<file path="src/rtl/axis_frame_source.sv">
// AXI4-Stream video frame source: emits frames of 24-bit pixel pairs with SOF on
// tuser and EOL on tlast, honours backpressure and idles GAP_CYCLES between frames.
module axis_frame_source #(
  parameter int unsigned DATA_WIDTH   = 48,
  parameter int unsigned FRAME_WIDTH  = 10,
  parameter int unsigned FRAME_HEIGHT = 10,
  parameter int unsigned GAP_CYCLES   = 4
) (
  input  logic                  aclk,
  input  logic                  areset,
  input  logic                  enable,
  input  logic [1:0]            pattern_sel,
  input  logic [23:0]           solid_color,
  output logic [DATA_WIDTH-1:0] m_axis_tdata,
  output logic                  m_axis_tvalid,
  input  logic                  m_axis_tready,
  output logic                  m_axis_tuser,
  output logic                  m_axis_tlast,
  output logic                  frame_done,
  output logic [15:0]           frame_cnt
);

  localparam int unsigned BEATS_PER_LINE  = FRAME_WIDTH / 2;
  localparam int unsigned BEATS_PER_FRAME = BEATS_PER_LINE * FRAME_HEIGHT;
  localparam int unsigned XW = (BEATS_PER_LINE > 1) ? $clog2(BEATS_PER_LINE) : 1;
  localparam int unsigned YW = (FRAME_HEIGHT > 1) ? $clog2(FRAME_HEIGHT) : 1;
  localparam int unsigned BW = (BEATS_PER_FRAME > 1) ? $clog2(BEATS_PER_FRAME) : 1;
  localparam int unsigned GW = (GAP_CYCLES > 1) ? $clog2(GAP_CYCLES) : 1;

  localparam logic [XW-1:0] XLast   = XW'(BEATS_PER_LINE - 1);
  localparam logic [YW-1:0] YLast   = YW'(FRAME_HEIGHT - 1);
  localparam logic [GW-1:0] GapLast = GW'((GAP_CYCLES == 0) ? 0 : GAP_CYCLES - 1);

  typedef enum logic [1:0] {StIdle, StActive, StGap} state_e;

  state_e          state_q;
  logic [XW-1:0]   x_q;
  logic [YW-1:0]   y_q;
  logic [BW-1:0]   beat_q;
  logic [GW-1:0]   gap_q;
  logic [1:0]      pat_q;
  logic [23:0]     color_q;

  logic                  xfer, last_col, last_beat, gap_done, start;
  logic [XW-1:0]         x_nxt;
  logic [YW-1:0]         y_nxt;
  logic [7:0]            sof_fc;
  logic [DATA_WIDTH-1:0] sof_data, beat_data;

  // Pixel pair for one beat; pixel 0 occupies the low 24 bits.
  function automatic logic [DATA_WIDTH-1:0] pixel_pair(input logic [1:0]    pat,
                                                      input logic [23:0]   col,
                                                      input logic [XW-1:0] x,
                                                      input logic [YW-1:0] y,
                                                      input logic [BW-1:0] beat,
                                                      input logic [7:0]    fc);
    logic [7:0] y8, x8;
    y8 = 8'(y);
    x8 = 8'({x, 1'b0});
    case (pat)
      2'd1:    pixel_pair = DATA_WIDTH'({y8, x8 + 8'd1, fc, y8, x8, fc});
      2'd2:    pixel_pair = DATA_WIDTH'({col, col});
      default: pixel_pair = DATA_WIDTH'(beat);
    endcase
  endfunction

  // Position bookkeeping and the frame-start decision.
  always_comb begin
    xfer      = m_axis_tvalid && m_axis_tready;
    last_col  = (x_q == XLast);
    last_beat = last_col && (y_q == YLast);
    gap_done  = (gap_q == GapLast);
    x_nxt     = last_col ? '0 : x_q + XW'(1);
    y_nxt     = last_col ? y_q + YW'(1) : y_q;
    start     = enable && ((state_q == StIdle) ||
                           (state_q == StGap && gap_done) ||
                           (state_q == StActive && xfer && last_beat && GAP_CYCLES == 0));
    // A back-to-back SOF is built in the same cycle frame_cnt increments.
    sof_fc    = (state_q == StActive) ? frame_cnt[7:0] + 8'd1 : frame_cnt[7:0];
    sof_data  = pixel_pair(pattern_sel, solid_color, '0, '0, '0, sof_fc);
    beat_data = pixel_pair(pat_q, color_q, x_nxt, y_nxt, beat_q + BW'(1), frame_cnt[7:0]);
  end

  // Frame FSM with registered stream outputs.
  always_ff @(posedge aclk) begin
    if (areset) begin
      state_q       <= StIdle;
      x_q           <= '0;
      y_q           <= '0;
      beat_q        <= '0;
      gap_q         <= '0;
      pat_q         <= '0;
      color_q       <= '0;
      m_axis_tdata  <= '0;
      m_axis_tvalid <= 1'b0;
      m_axis_tuser  <= 1'b0;
      m_axis_tlast  <= 1'b0;
      frame_done    <= 1'b0;
      frame_cnt     <= '0;
    end else begin
      frame_done <= 1'b0;
      if (xfer && last_beat) begin
        frame_done <= 1'b1;
        frame_cnt  <= frame_cnt + 16'd1;
      end
      if (start) begin
        state_q       <= StActive;
        pat_q         <= pattern_sel;
        color_q       <= solid_color;
        x_q           <= '0;
        y_q           <= '0;
        beat_q        <= '0;
        m_axis_tvalid <= 1'b1;
        m_axis_tuser  <= 1'b1;
        m_axis_tlast  <= (BEATS_PER_LINE == 1);
        m_axis_tdata  <= sof_data;
      end else begin
        unique case (state_q)
          StIdle: state_q <= StIdle;
          StActive: begin
            if (xfer) begin
              if (last_beat) begin
                m_axis_tvalid <= 1'b0;
                m_axis_tuser  <= 1'b0;
                m_axis_tlast  <= 1'b0;
                gap_q         <= '0;
                state_q       <= (GAP_CYCLES > 0) ? StGap : StIdle;
              end else begin
                x_q          <= x_nxt;
                y_q          <= y_nxt;
                beat_q       <= beat_q + BW'(1);
                m_axis_tuser <= 1'b0;
                m_axis_tlast <= (x_nxt == XLast);
                m_axis_tdata <= beat_data;
              end
            end
          end
          StGap: begin
            if (gap_done) state_q <= StIdle;
            else          gap_q   <= gap_q + GW'(1);
          end
          default: state_q <= StIdle;
        endcase
      end
    end
  end

endmodule

</file>
<file path="config.mk">
export PLATFORM = sky130hd
export DESIGN_NAME = axis_frame_source
export DESIGN_NICKNAME = d
export VERILOG_FILES = /design/src/rtl/axis_frame_source.sv
export SDC_FILE = /design/constraint.sdc
export NUM_CORES = 1
export LEC_CHECK = 0
export BUFFER_PORTS_ARGS = -buffer_cell sky130_fd_sc_hd__clkbuf_2
export CAP_MARGIN = 20
export CORE_UTILIZATION = 55
export DETAILED_ROUTE_END_ITERATION = 10
export PLACE_DENSITY = 0.9
export SKIP_CTS_REPAIR_TIMING = 1
export SYNTH_ARGS = -nofsm -noshare
export SYNTH_HDL_FRONTEND = slang
export SYNTH_SLANG_ARGS = --single-unit
</file>
<file path="constraint.sdc">
create_clock -name aclk -period 2.3 [get_ports aclk]
set_input_delay 0.345 -clock aclk [delete_from_list [all_inputs] [get_ports aclk]]
set_output_delay 0.345 -clock aclk [all_outputs]
set_load 0.05 [all_outputs]
</file>
# --- Word level (Yosys, flattened, before mapping) ---
# Index checks and enable logic that the tools add are counted.
classes:
  addsub: 7
  n_eq_ne: 18
  n_mux: 27
  n_bitwise: 2
  reduce_logical: 20
ops:
  columns: ["cell", "n"]
  rows:
  - ["$mux W48", 4]
  - ["$pmux W48 S2", 2]
  - ["$add A16 B1 Y16 const B", 1]
  - ["$reduce_and A3 Y1", 5]
  - ["$mux W2", 6]
  - ["$mux W1", 10]
  - ["$ne A3 B3 Y1 const B", 3]
  - ["$add A8 B1 Y8 const B", 1]
  - ["$eq A2 B2 Y1 const B", 4]
  - ["$mux W8", 1]
  - ["$ne A2 B2 Y1 const B", 4]
  - ["$pmux W2 S2", 2]
  - ["$reduce_bool A2 Y1", 4]
  - ["$add A6 B1 Y6 const B", 1]
  - ["$eq A2 B1 Y1 const B", 3]
  - ["$eq A3 B3 Y1 const B", 2]
  - ["$add A4 B1 Y5 const B", 1]
  - ["$logic_and A1 B1 Y1", 5]
  - ["$reduce_and A5 Y1", 1]
  - ["$add A4 B1 Y4 const B", 1]
  - ["$eq A4 B4 Y1 const B", 1]
  - ["$mux W4", 1]
  - ["$reduce_and A2 Y1", 2]
  - ["$add A3 B1 Y3 const B", 1]
  - ["7 further kinds", 8]
totals:
  regBits: 111
  in_bits: 30
  out_inout_bits: 68
  word_cells: 88

# --- Longest topological paths before layout ---
depth:
  word_depth: 8
  ltp_mapped: 9
  ltp_nobuf: 7

# --- Least setup slack after synthesis ---
# OpenSTA, ideal clock, no wires.
synth_timing:
  kind: "register -> register"
  start: "reg frame_cnt[1]"
  end: "reg m_axis_tdata[4]"
  setup_ns: 0.132
  arrival_ns: 2.131
  required_time_ns: 2.168
  path_slack_ns: 0.037
  stages_incl_launch_ff: 8
  path_buffers: 1
  period_less_slack_ns: 2.263
  cell_sequence: "dfxtp_1 > ha_1 > clkbuf_1 > nand4_1 > xnor2_1 > a221o_1 > a311oi_1 > nor3_1"
synth_via:
  elab_chain_cells: 4
synth_rtl:
  columns: ["element", "line", "text"]
  rows:
  - ["start, declared", "20", "output logic [15:0] frame_cnt"]
  - ["start signal, assigned", "104", "frame_cnt <= frame_cnt + 16'd1;"]
  - ["$add A8 B1 Y8", "79", "sof_fc = (state_q == StActive) ? frame_cnt[7:0] + 8'd1 : frame_cnt[7:0];"]
  - ["$mux W8", "79", null]
  - ["$pmux W48 S2", "60", "case (pat)"]
  - ["$mux W48", "106", "if (start) begin"]
  - ["end signal, assigned", "116", "m_axis_tdata <= sof_data;"]
  - ["end signal, assigned", "134", "m_axis_tdata <= beat_data;"]
  - ["end, declared", "14", "output logic [DATA_WIDTH-1:0] m_axis_tdata,"]
# Every way passes these cells.
# A chain may end at the register's enable or synchronous reset.

# --- Worst setup path after layout ---
layout_timing:
  start: "reg state_q[1]"
  end: "reg m_axis_tdata[29]"
layout_via:
  elab_chain_cells: 6
  word_cells_on_any_way: 13
  classes_between: "eq/ne: 3; mux: 3; reduce/logical: 7"
layout_rtl:
  columns: ["element", "line", "text"]
  rows:
  - ["start, declared", "36", "state_e state_q;"]
  - ["start signal, assigned", "87", "state_q <= StIdle;"]
  - ["start signal, assigned", "107", "state_q <= StActive;"]
  - ["start signal, assigned", "119", "StIdle: state_q <= StIdle;"]
  - ["$eq A2 B2 Y1", "76", "(state_q == StGap && gap_done) ||"]
  - ["$logic_and A1 B1 Y1", "76", null]
  - ["$logic_or A1 B1 Y1", "75", "start = enable && ((state_q == StIdle) ||"]
  - ["$logic_and A1 B1 Y1", "75", null]
  - ["$ne A2 B1 Y1 (no line) / $reduce_bool A2 Y1 (equally long branches)", null, null]
  - ["$reduce_and A3 Y1 (no line)", null, null]
# Parallel ways exist; a longest one is shown, timed or not.

==> metrics.txt <==
Sw Pwr=1.178 mW; Via Count=4312; vias per cell=5.772; # fillers=691; Mapped Cells=573; Fin. Hold Viols=0; largest net degree at the start of global routing=80; Req. time, crit path=2.53 ns; Seq/Total Area, Yosys=40.65%; post-DR wirelength/cell=15.23 um; grt total ovfl=0; post-route ant nets=0; Final setup viols=0; setup total negative slack=0 ns; cell taking the most area after synthesis=dfxtp_1; crit path time final=2.213 ns; placed cells=731; RR Endpoint=m_axis_tdata[29]; area growth from synthesis to layout=14.62%; status=complete, no violations; Yosys cell types=48; worst-case reg-to-reg path depth=7; Iteration-0 DRC Markers=303; Clk pwr share=30.2%; pwr/cell area=656.5 nW/um^2; Rows=33; crit start category=flop; Buf+Inv Stages, Crit Path=1; post-DP HPWL=8.182 mm; CTS sink cnt=94; Async SR Flop Fraction=0%; area of the die=8788 sq um; Final nets=681; Crit-path slowest cell=a222oi_1; RSZ-0062 raised after global routing=no; Max clock buf depth=2; LEAKAGE=2.144 nW; cell family with most CP delay=compound AO/OA/AOI/OAI gates; Yosys Warn Count=0; switch share=33.81%; finished layout cell area=5306 sq um; initial core utilization=56.63%; CTS root buffer=clkbuf_8; post-layout util=64.91%; Worst-Skew Late Latency=0.37 ns; IO Pins=98; maximum clock rate=451.9 MHz; Max Cap Viol=0; most common cell in the netlist=dfxtp_1; FF/Latch Area=1882 sq um; First-pass DRT Iterations=5; commonest cells in the synthesized netlist=dfxtp_1 (94), nand2_1 (80), nor2_1 (68), a21oi_1 (39), nand3_1 (37); top post-synthesis cells by area=dfxtp_1 (41%), nand2_1 (6.5%), nor2_1 (5.5%); Clock Skew=0.01260 ns; GRT Overall Usage=26.43%; period utilisation layout=96.21%; Critical Path End Type=flop; final setup margin=0.08726 ns; Setup CP Type=flop to flop; EDFF count, synth=0; Worst Min Path Start=solid_color[13]; die width=93.75 um; area share of the largest cell type after synthesis=40.65%; CTS tree=yes; ratio of cells with drive above 1 in the final layout=22.12%; Synthesized Nets=617; Worst Hold Path EP=color_q[13]; final hold slack=0.1989 ns; initial antenna violation count=0; syn avg cell area=8.079 sq um; Hold Path Stages=3; Design Power=3.484 mW; crit-path max FO=7; CP cell instances=inv_1 > ha_1 > nand3_1 > nor3_1 > xor2_1 > a222oi_1 > a211oi_1; vias in the first global route=3914; Critical R2R Launch=state_q[1]; Yosys reg bits=94; Num CTS Buffers=9; max-slew violation count=0; Seq pwr share=50.2%; Clock Pin Slew Worst Setup and Hold Paths=0.10 ns; Internal Power=2.306 mW; Final GP Congestion=0.8944; Die Height=93.75 um; Combinational Power Share=19.6%; slew of the pin with the lowest slew margin=0.8084 ns; setup slack at placement=0.1140 ns; Antenna diodes=0; Core ar.=8175 sq um; CP max stage delay=0.66 ns; area of the multi-input gates=2401 sq um; cell area after synthesis=4629 sq um; Max rail drop VDD=0.0003418 V; DRC=0; R2R Setup Slk=0.09 ns; IO Port Bufs=97; Hold Crit Class=input pin to flop; H-tree Lvls=3; Final Non-Filler Cells=747; Worst EP arrival=2.44 ns; Rel. slew slack=46.11%; Total Wirelength=11.38 mm; main flop type after synthesis=dfxtp_1; first-pass GRT wire length=18.22 mm; instance area at placement=5100 sq um
worst max path at each step:
stage / from / end / cells after the start
detailed placement: state_q[0] / m_axis_tdata[29] / 7
finish: state_q[1] / m_axis_tdata[29] / 7
CTS: state_q[0] / m_axis_tdata[29] / 7
floorplan: frame_cnt[1] / m_axis_tdata[4] / 7
global placement: state_q[0] / m_axis_tdata[29] / 7
global route: state_q[1] / m_axis_tdata[29] / 7
power by group through the flow:
stage	Sequential (mW)	Clock (mW)	Combinational [mW]
2_1_floorplan	1.93	0	0.364
3_3_place_gp	1.78	0	0.663
3_5_place_dp	1.79	0	0.677
4_1_cts	1.75	1.07	0.679
5_1_grt	1.76	1.13	0.733
6_report	1.75	1.05	0.684
cell type report:
| class | count | area share, % |
|---|---|---|
| flip-flops and latches | 94 | 35.46 |
| multi-input cells | 405 | 45.25 |
| repair buffers | 115 | 12.40 |
| clock inverters | 7 | 1.226 |
| clock buffers | 9 | 2.334 |
| inverters | 12 | 0.8489 |
| well taps | 105 | 2.476 |
kinds of logic (layout without fill, tap and decap cells):
kind of cell	Yosys count	count (layout)	share of synthesized area (%)
compound gates	110	110	16.46
flops	94	94	40.65
buf+inv	74	143	7.865
mux	4	4	0.8919
simple gates	242	242	23.73
xor+xnor	35	35	6.622
fa+ha+maj	14	14	3.784
layout by cell type (no fill, tap or decap), drive strengths merged, types with 15 or more instances in the layout:
| cell type | instances |
|---|---|
| a311oi | 15 |
| xnor2 | 15 |
| inv | 16 |
| nor3 | 25 |
| xor2 | 20 |
| dfxtp | 94 |
| nand3 | 37 |
| a21oi | 39 |
| clkbuf | 106 |
| buf | 18 |
| nand2 | 80 |
| nor2 | 69 |
sequential cells by signal (all words and copies together) (netlist names):
register	cells
state_q	2
m_axis_tuser	1
m_axis_tvalid	1
m_axis_tlast	1
color_q	24
x_q	3
y_q	4
frame_done	1
m_axis_tdata	31
gap_q	2
frame_cnt	16
pat_q	2
beat_q	6
layer usage:
metal	wire [um]	track usage (%)	up-vias
met5	0	0	-
met4	242	10.13	0
met3	930	6.877	25
met2	5609	44.83	193
met1	4598	31.84	2001
li1	-	-	2093
worst register-to-register path, delay by kind of cell, from the launching register on:
family	cells	cell delay, ns
AND/OR/NAND/NOR	2	0.39
adder cells (fa/ha/maj)	1	0.31
XOR/XNOR	1	0.11
AO/OA/AOI/OAI	2	0.84
flip-flops	1	0.33
buffers and inverters	1	0.09
Note: power is estimated with default switching activity, not from simulation.
